<file path="src/rtl/timer_pkg.sv">
// Shared timer constants: counter width/limits, count direction and clock-select encodings.
package timer_pkg;

   localparam int unsigned CNT_W   = 16;
   localparam logic [15:0] CNT_MAX = 16'hFFFF;

   localparam logic DIR_UP = 1'b0;
   localparam logic DIR_DN = 1'b1;

   // Prescaler selection used by the upstream clock-select stage.
   typedef enum logic [2:0] {
      CLKSEL_DIV1   = 3'd0,
      CLKSEL_DIV2   = 3'd1,
      CLKSEL_DIV4   = 3'd2,
      CLKSEL_DIV8   = 3'd3,
      CLKSEL_DIV16  = 3'd4,
      CLKSEL_DIV64  = 3'd5,
      CLKSEL_DIV256 = 3'd6,
      CLKSEL_EXT    = 3'd7
   } clk_sel_e;

endpackage

</file>
<file path="src/rtl/timer_counter_if.sv">
// Control/status bundle between the timer register block (master) and the counting stage (slave).
interface timer_counter_if #(
   parameter int unsigned WIDTH = 16
);
   logic             clk_in;
   logic             en;
   logic             up_dn;
   logic             load;
   logic [WIDTH-1:0] tdr;
   logic             ovf_clr;
   logic             udf_clr;
   logic [WIDTH-1:0] cnt;
   logic             ovf;
   logic             udf;

   modport master (
      output clk_in, en, up_dn, load, tdr, ovf_clr, udf_clr,
      input  cnt, ovf, udf
   );

   modport slave (
      input  clk_in, en, up_dn, load, tdr, ovf_clr, udf_clr,
      output cnt, ovf, udf
   );
endinterface

</file>
<file path="src/rtl/rise_detect.sv">
// Single-cycle rising-edge detector for a signal already synchronous to i_clk.
module rise_detect (
   input  logic i_clk,
   input  logic i_rst_n,
   input  logic i_sig,
   output logic o_rise
);

   logic r_sig_d;

   // Tracks unconditionally so a level already high at enable time never looks like an edge.
   always_ff @(posedge i_clk or negedge i_rst_n) begin
      if (!i_rst_n) r_sig_d <= 1'b0;
      else          r_sig_d <= i_sig;
   end

   assign o_rise = i_sig & ~r_sig_d;

endmodule

</file>
<file path="src/rtl/timer_counter.sv">
// Up/down timer counter with load and sticky ovf/udf flags, clocked by pclk.
// Optional macro TIMER_AUTO_RELOAD_EN: reload from tdr on wrap instead of modulo wrap.
module timer_counter
   import timer_pkg::*;
#(
   parameter int unsigned      WIDTH   = CNT_W,
   parameter logic [WIDTH-1:0] RST_VAL = '0
) (
   input logic              pclk,
   input logic              rst_n,
   timer_counter_if.slave   bus
);

   logic             w_tick;
   logic [WIDTH-1:0] w_cnt_nxt;
   logic [WIDTH-1:0] w_wrap_up;
   logic [WIDTH-1:0] w_wrap_dn;
   logic             w_ovf_set;
   logic             w_udf_set;
   logic [WIDTH-1:0] r_cnt;
   logic             r_ovf;
   logic             r_udf;

   rise_detect u_rise_detect (
      .i_clk   (pclk),
      .i_rst_n (rst_n),
      .i_sig   (bus.clk_in),
      .o_rise  (w_tick)
   );

`ifdef TIMER_AUTO_RELOAD_EN
   assign w_wrap_up = bus.tdr;
   assign w_wrap_dn = bus.tdr;
`else
   assign w_wrap_up = '0;
   assign w_wrap_dn = '1;
`endif

   // Load beats a coincident tick and suppresses its flag.
   always_comb begin
      w_cnt_nxt = r_cnt;
      w_ovf_set = 1'b0;
      w_udf_set = 1'b0;
      if (bus.load) begin
         w_cnt_nxt = bus.tdr;
      end else if (bus.en && w_tick) begin
         if (bus.up_dn == DIR_UP) begin
            if (r_cnt == '1) begin
               w_cnt_nxt = w_wrap_up;
               w_ovf_set = 1'b1;
            end else begin
               w_cnt_nxt = r_cnt + 1'b1;
            end
         end else begin
            if (r_cnt == '0) begin
               w_cnt_nxt = w_wrap_dn;
               w_udf_set = 1'b1;
            end else begin
               w_cnt_nxt = r_cnt - 1'b1;
            end
         end
      end
   end

   always_ff @(posedge pclk or negedge rst_n) begin
      if (!rst_n) begin
         r_cnt <= RST_VAL;
         r_ovf <= 1'b0;
         r_udf <= 1'b0;
      end else begin
         r_cnt <= w_cnt_nxt;
         r_ovf <= w_ovf_set | (r_ovf & ~bus.ovf_clr);
         r_udf <= w_udf_set | (r_udf & ~bus.udf_clr);
      end
   end

   assign bus.cnt = r_cnt;
   assign bus.ovf = r_ovf;
   assign bus.udf = r_udf;

endmodule

</file>
<file path="src/flat_wrapper.sv">
// flat-port wrapper written by rule: the top's interface ports become plain ports
module timer_counter_flat import timer_pkg::*;
#(
   parameter int unsigned      WIDTH   = CNT_W,
   parameter logic [WIDTH-1:0] RST_VAL = '0
)
  (pclk, rst_n, bus_clk_in, bus_en, bus_up_dn, bus_load, bus_tdr, bus_ovf_clr, bus_udf_clr, bus_cnt, bus_ovf, bus_udf);
  timer_counter_if #(.WIDTH(WIDTH)) bus_i ();
  input logic pclk;
  input logic rst_n;
  input wire logic [$bits(bus_i.clk_in)-1:0] bus_clk_in;
  input wire logic [$bits(bus_i.en)-1:0] bus_en;
  input wire logic [$bits(bus_i.up_dn)-1:0] bus_up_dn;
  input wire logic [$bits(bus_i.load)-1:0] bus_load;
  input wire logic [$bits(bus_i.tdr)-1:0] bus_tdr;
  input wire logic [$bits(bus_i.ovf_clr)-1:0] bus_ovf_clr;
  input wire logic [$bits(bus_i.udf_clr)-1:0] bus_udf_clr;
  output wire logic [$bits(bus_i.cnt)-1:0] bus_cnt;
  output wire logic [$bits(bus_i.ovf)-1:0] bus_ovf;
  output wire logic [$bits(bus_i.udf)-1:0] bus_udf;
  assign bus_i.clk_in = bus_clk_in;
  assign bus_i.en = bus_en;
  assign bus_i.up_dn = bus_up_dn;
  assign bus_i.load = bus_load;
  assign bus_i.tdr = bus_tdr;
  assign bus_i.ovf_clr = bus_ovf_clr;
  assign bus_i.udf_clr = bus_udf_clr;
  assign bus_cnt = bus_i.cnt;
  assign bus_ovf = bus_i.ovf;
  assign bus_udf = bus_i.udf;
  timer_counter #(.WIDTH(WIDTH), .RST_VAL(RST_VAL)) u_core (.pclk(pclk), .rst_n(rst_n), .bus(bus_i));
endmodule
</file>
<file path="config.mk">
export PLATFORM = sky130hd
export DESIGN_NAME = timer_counter_flat
export DESIGN_NICKNAME = d
export VERILOG_FILES = /design/src/rtl/timer_pkg.sv /design/src/rtl/timer_counter_if.sv /design/src/rtl/rise_detect.sv /design/src/rtl/timer_counter.sv /design/src/flat_wrapper.sv
export SDC_FILE = /design/constraint.sdc
export NUM_CORES = 1
export LEC_CHECK = 0
export CAP_MARGIN = 0
export CORE_MARGIN = 2
export CORE_UTILIZATION = 39
export CTS_CLUSTER_DIAMETER = 50
export DETAILED_ROUTE_END_ITERATION = 10
export DONT_BUFFER_PORTS = 1
export SETUP_SLACK_MARGIN = 0.05
export SLEW_MARGIN = 20
export SYNTH_ARGS = -nofsm -noshare
export SYNTH_HDL_FRONTEND = slang
export SYNTH_HIERARCHICAL = 1
export SYNTH_SLANG_ARGS = --single-unit
</file>
<file path="constraint.sdc">
create_clock -name pclk -period 3.3 [get_ports pclk]
set_clock_uncertainty 0.15 [all_clocks]
set_input_delay 0.495 -clock pclk [delete_from_list [all_inputs] [get_ports pclk]]
set_output_delay 0.495 -clock pclk [all_outputs]
set_load 0.03 [all_outputs]
</file>
==> flow_metrics.env, run 1 <==
export IMPL_cts_buffers=3
export IMPL_place_inst=253
export IMPL_criticalPathCategory="reg -> reg"
export IMPL_finalSetupViolCount=0
export IMPL_power_switching_mw=0.267
export IMPL_placement_io_buffers=0
export IMPL_antenna_cells=0
export IMPL_cts_setup_buffers=0
export IMPL_grt_overflow_total=0
export IMPL_cp_buffers_inverters=0
export IMPL_drtPass1Iterations=4
export IMPL_area_growth_pct=8.53
export IMPL_fin_crit_sh_pct=78.8
export IMPL_ys_async_sr_fraction_pct=100
export IMPL_maxCapViolCount=0
export IMPL_rows=23
export IMPL_synth_seq_cells=19
export IMPL_clockRootBuffer="clkbuf_8"
export IMPL_drc=0
export IMPL_p_comb_share_pct=26.3
export IMPL_peakVddDrop_uv=137
export IMPL_ant_nets=0
export IMPL_r2r_start="u_core/bus.cnt[5]"
export IMPL_h_tree_depth=1
export IMPL_core_area_um2=3970
export IMPL_synth_edf_count=0
export IMPL_avgRoutedWirePerCell_um=19.1
export IMPL_seqPwrFrac_pct=46.4
export IMPL_place_area_um2=1680
export IMPL_arrival_ns=2.61
export IMPL_relSlewSlack_pct=62.7
export IMPL_nets=236
export IMPL_cp_depth=5
export IMPL_grt_pass1_wl_um=8080
export IMPL_tns_ns=0
export IMPL_fin_area_um2=1740
export IMPL_drtIter0Drc=144
export IMPL_slowest_delay_ns=0.68
export IMPL_grt_max_degree=27
export IMPL_die_w_um=68.0
export IMPL_status="completed"
export IMPL_r2r_end="u_core/bus.cnt[7]"
export IMPL_required_ns=3.31
export IMPL_drive_gt1_share_pct=11.5
export IMPL_hold_path_class="in -> async"
export IMPL_clk_path_buf_depth=2
export IMPL_viasPerCell=6.33
export IMPL_wl_um=4930
export IMPL_multiInputGateArea_um2=1030
export IMPL_min_period_ns=2.60
export IMPL_synth_cell_types=53
export IMPL_cts_tree="done"
export IMPL_clkLatencyLatePin_ns=0.27
export IMPL_clkPwrFrac_pct=27.4
export IMPL_r2r_cells=5
export IMPL_path_max_fanout=9
export IMPL_vias=1632
export IMPL_worst_pin_slew_ns=0.557
export IMPL_hold_viol=0
export IMPL_intPower_mw=0.404
export IMPL_fillCellCount=429
export IMPL_cts_sinks=19
export IMPL_start_kind="register"
export IMPL_clkTransAtPathRegs_ns=0.09
export IMPL_die_h_um=68.0
export IMPL_leakagePower_nw=0.636
export IMPL_initial_core_util_pct=40.3
export IMPL_endpoint="u_core/bus.cnt[7]"
export IMPL_synth_area_leaders="dfrtp_1, a21oi_1, nand2_1"
export IMPL_crit_path_end_kind="register"
export IMPL_io_pins=42
export IMPL_dieArea_um2=4630
export IMPL_crit_chain="nand3_2 -> or3_4 -> or4_4 -> a21boi_1 -> o221a_1"
export IMPL_reg2reg_slack_ns=0.70
export IMPL_dp_hpwl_um=3570
export IMPL_slew_viol_final=0
export IMPL_p_per_area_nw_per_um2=386
export IMPL_ys_seq_area_share_pct=29.7
export IMPL_syn_avg_cell_area_um2=7.76
export IMPL_cp_startpoint="u_core/bus.cnt[5]"
export IMPL_syn_num_nets=233
export IMPL_p_sw_share_pct=39.8
export IMPL_synth_cells=206
export IMPL_rsz0062_at_grt="no"
export IMPL_critPathSlowestCell="dfrtp_1"
export IMPL_ys_flop_type="dfrtp_1"
export IMPL_path_delay_family="simple AND/OR/NAND/NOR gates"
export IMPL_antenna_found_initial=0
export IMPL_syn_area_um2=1600
export IMPL_synth_top_area_share_pct=29.7
export IMPL_fin_cells=258
export IMPL_gp_congestion=0.929
export IMPL_grt_pass1_vias=1574
export IMPL_yosys_warnings=6
export IMPL_synth_top_area_cell="dfrtp_1"
export IMPL_whs_ns=0.0100
export IMPL_max_clock_freq_mhz=385
export IMPL_gr_usage_all_layers_pct=23.4
export IMPL_regArea_um2=475
synth_stat cells (3+ instances only):
library cell / n
nand2_1: 20
o31ai_1: 3
o22ai_1: 9
clkbuf_1: 9
o21ai_0: 11
nand4_1: 5
a211oi_1: 5
nor2_1: 14
nor3_1: 6
o21ai_1: 4
dfrtp_1: 19
inv_1: 11
o41ai_1: 3
ha_1: 3
xnor2_1: 5
or3_1: 3
nor4_1: 4
nand3_1: 10
a21oi_1: 17
flip-flops by register name (all words and copies together), names as in the netlist:
register,flops
u_core/bus.ovf,1
u_core/u_rise_detect/r_sig_d,1
u_core/bus.udf,1
u_core/bus.cnt,16
per-layer routing:
metal,share of wire (%),vias up,track usage (%)
li1,-,786,-
met1,44,775,32.6
met2,46,62,35.6
met3,7.4,9,4.11
met4,2.3,0,9.25
met5,0,-,0
area by class of cell:
| cell class | count | area share (%) |
|---|---|---|
| Timing Repair Buffer | 11 | 4.61 |
| Multi-Input combinational cell | 163 | 59.2 |
| Clock buffer | 3 | 2.38 |
| Clock inverter | 1 | 0.433 |
| Tap cell | 50 | 3.60 |
| Inverter | 11 | 2.38 |
| Sequential cell | 19 | 27.4 |
placed cells by master (no fill, tap or decap), drive strengths merged, types with 4 or more instances in the layout:
| cell | count |
|---|---|
| xnor2 | 5 |
| a21oi | 17 |
| nand3 | 12 |
| a211oi | 5 |
| or3 | 4 |
| inv | 11 |
| nand4 | 5 |
| o22ai | 9 |
| nor4 | 6 |
| o21ai | 15 |
| nand2 | 20 |
| dfrtp | 19 |
| nor2 | 14 |
| nor3 | 7 |
| buf | 11 |
how the worst min path moves through the flow:
| stage | start | end | slack [ns] | cells past startpoint |
|---|---|---|---|---|
| after floorplan | rst_n | u_core/bus.cnt[0] | 0.05 | 0 |
| final | rst_n | u_core/bus.udf | 0.01 | 1 |
| after detailed placement | rst_n | u_core/bus.udf | 0.05 | 0 |
| after global routing | rst_n | u_core/bus.udf | 0.05 | 1 |
| after CTS | bus_clk_in | u_core/u_rise_detect/r_sig_d | 0.08 | 0 |
| after global placement | rst_n | u_core/bus.udf | 0.05 | 0 |
metrics by stage:
step           utilization, %  setup slack [ns]  total power [mW]
2_1_floorplan               -             0.729             0.444
3_3_place_gp             42.3             0.775             0.486
3_5_place_dp             42.3             0.731             0.486
4_1_cts                  43.8             0.707             0.676
5_1_grt                  43.7             0.553             0.712
6_report                 43.7             0.700             0.670
cell families after synthesis:
kind of cell             count (synthesis)  synth area share [%]
XOR/XNOR                                 7                  3.83
adder cells (fa/ha/maj)                  3                  2.35
multiplexers                             2                  1.25
buffers and inverters                   24                  6.02
AO/OA/AOI/OAI                           69                  27.9
flip-flops                              19                  29.7
AND/OR/NAND/NOR                         82                  29.0
worst register-to-register path, delay by kind of cell (launching register included):
| family | cells | cell delay, ns |
|---|---|---|
| AOI/OAI and AO/OA | 2 | 0.40 |
| DFF | 1 | 0.68 |
| and+or+nand+nor | 3 | 1.25 |
repair_timing:
item                                   CTS  global route
resized for setup                        0             0
hold buffers                             1             0
endpoints found under the hold margin   19             0
power by group through the flow:
stage	registers (mW)	clock network (mW)	logic (mW)
floorplan	0.321	0	0.124
detailed placement	0.316	0	0.170
global route	0.317	0.201	0.195
global placement	0.316	0	0.170
CTS	0.312	0.187	0.177
finish	0.311	0.183	0.176
(Power assumes the default switching activity.)
==> run 2: changes to the inputs <==
clock period = 2.6 ns   (was 3.3 ns; I/O delays follow)
==> flow_metrics.env, run 2 (synthesis results as in run 1) <==
export IMPL_status="completed"
export IMPL_r2r_cells=5
export IMPL_ant_nets=0
export IMPL_slowest_delay_ns=0.48
export IMPL_critPathSlowestCell="nor4_2"
export IMPL_die_h_um=68.0
export IMPL_rows=23
export IMPL_criticalPathCategory="reg -> reg"
export IMPL_largest_reg_flops=16
export IMPL_fin_area_um2=1850
export IMPL_clkTransAtPathRegs_ns=0.08
export IMPL_place_area_um2=1780
export IMPL_dp_hpwl_um=3700
export IMPL_grt_overflow_total=0
export IMPL_grt_pass1_vias=1515
export IMPL_crit_chain="nor4_2 -> nand4_1 -> o21ai_1 -> a211oi_1 -> o311ai_1"
export IMPL_required_ns=2.60
export IMPL_hold_path_class="in -> reg"
export IMPL_drtPass1Iterations=5
export IMPL_leakagePower_nw=0.705
export IMPL_relSlewSlack_pct=36.2
export IMPL_slew_viol_final=0
export IMPL_area_growth_pct=15.7
export IMPL_drive_gt1_share_pct=17.6
export IMPL_worst_pin_slew_ns=0.955
export IMPL_peakVddDrop_uv=203
export IMPL_vias=1684
export IMPL_cts_tree="done"
export IMPL_p_per_area_nw_per_um2=467
export IMPL_grt_max_degree=27
export IMPL_finalSetupViolCount=0
export IMPL_cts_sinks=19
export IMPL_gr_usage_all_layers_pct=22.6
export IMPL_hold_viol=0
export IMPL_viasPerCell=6.19
export IMPL_dieArea_um2=4630
export IMPL_grt_busiest_layer="met2"
export IMPL_whs_ns=0.0578
export IMPL_maxCapViolCount=0
export IMPL_antenna_cells=0
export IMPL_initial_core_util_pct=40.3
export IMPL_grt_pass1_wl_um=7760
export IMPL_path_max_fanout=7
export IMPL_clockRootBuffer="clkbuf_8"
export IMPL_io_pins=42
export IMPL_clk_path_buf_depth=2
export IMPL_start_kind="register"
export IMPL_wl_um=5030
export IMPL_hold_path_depth=1
export IMPL_drc=0
export IMPL_rsz0062_at_grt="yes"
export IMPL_h_tree_depth=1
export IMPL_met3_usage_pct=4.61
export IMPL_antenna_found_initial=0
export IMPL_fin_crit_sh_pct=93.1
export IMPL_gp_congestion=0.900
export IMPL_cts_buffers=3
export IMPL_grt_use_met1_pct=32.9
export IMPL_tns_ns=0
export IMPL_max_clock_freq_mhz=413
export IMPL_met2_usage_pct=33.5
export IMPL_die_w_um=68.0
export IMPL_crit_path_end_kind="register"
export IMPL_final_common_cell="buf_4"
export IMPL_clkLatencyLatePin_ns=0.26
export IMPL_drtIter0Drc=148
export IMPL_core_area_um2=3970
export IMPL_min_period_ns=2.42
export IMPL_placement_io_buffers=0
export IMPL_nets=250
export IMPL_most_common_layout_cells="buf_4, nand2_1, a21oi_1, dfrtp_1, nor2_1"
export IMPL_cts_setup_buffers=0
export IMPL_avgRoutedWirePerCell_um=18.5
export IMPL_arrival_ns=2.42
[run 2: routing by layer]
| layer | vias up | routed length, µm |
|---|---|---|
| li1 | 815 | - |
| met1 | 768 | 2190 |
| met2 | 91 | 2260 |
| met3 | 10 | 504 |
| met4 | 0 | 76 |
| met5 | - | 0 |
[run 2: worst max-delay path, delay by kind of cell, from the launching register on]
kind | cells | cell delay (ns)
AOI/OAI and AO/OA | 3 | 0.87
and+or+nand+nor | 2 | 0.88
DFF | 1 | 0.41
[run 2: cell type report]
class	count	area [µm²]
Fill cell	424	2120
Multi-Input combinational cell	163	1030
Sequential cell	19	478
Timing Repair Buffer	25	193
Tap cell	50	62.6
Clock buffer	3	41.3
Inverter	11	41.3
Clock inverter	1	5.00
[run 2: path summary, 6_finish.rpt]
kind                              startpoint                end  slack [ns]
max                        u_core/bus.cnt[7]  u_core/bus.cnt[8]        0.18
min                                 bus_load  u_core/bus.cnt[0]        0.06
max reg2reg                u_core/bus.cnt[7]  u_core/bus.cnt[8]        0.18
min reg2reg                   u_core/bus.ovf     u_core/bus.ovf        0.55
max in group asynchronous              rst_n  u_core/bus.cnt[0]        1.09
min in group asynchronous              rst_n  u_core/bus.cnt[3]        0.57
[run 2: power breakdown]
group	internal [mW]	switching [mW]	total [mW]
registers	0.321	0.0448	0.366
clock network	0.107	0.110	0.217
logic	0.106	0.176	0.282
[run 2: metrics by stage]
step	total power [mW]	utilization, %	cells	setup slack, ns
after detailed placement	0.642	44.9	266	0.207
after floorplan	0.565	-	206	0.166
after CTS	0.872	46.5	272	0.186
final	0.864	46.6	272	0.179
after global placement	0.641	44.9	266	0.228
after global routing	0.917	46.6	272	0.0470
[run 2: repair_timing]
| action | 4_1_cts | 5_1_grt |
|---|---|---|
| gates resized for setup | 0 | 1 |
| hold buffers | 2 | 0 |
| hold endpoints to repair | 20 | 0 |
| setup endpoints to repair | 0 | 1 |
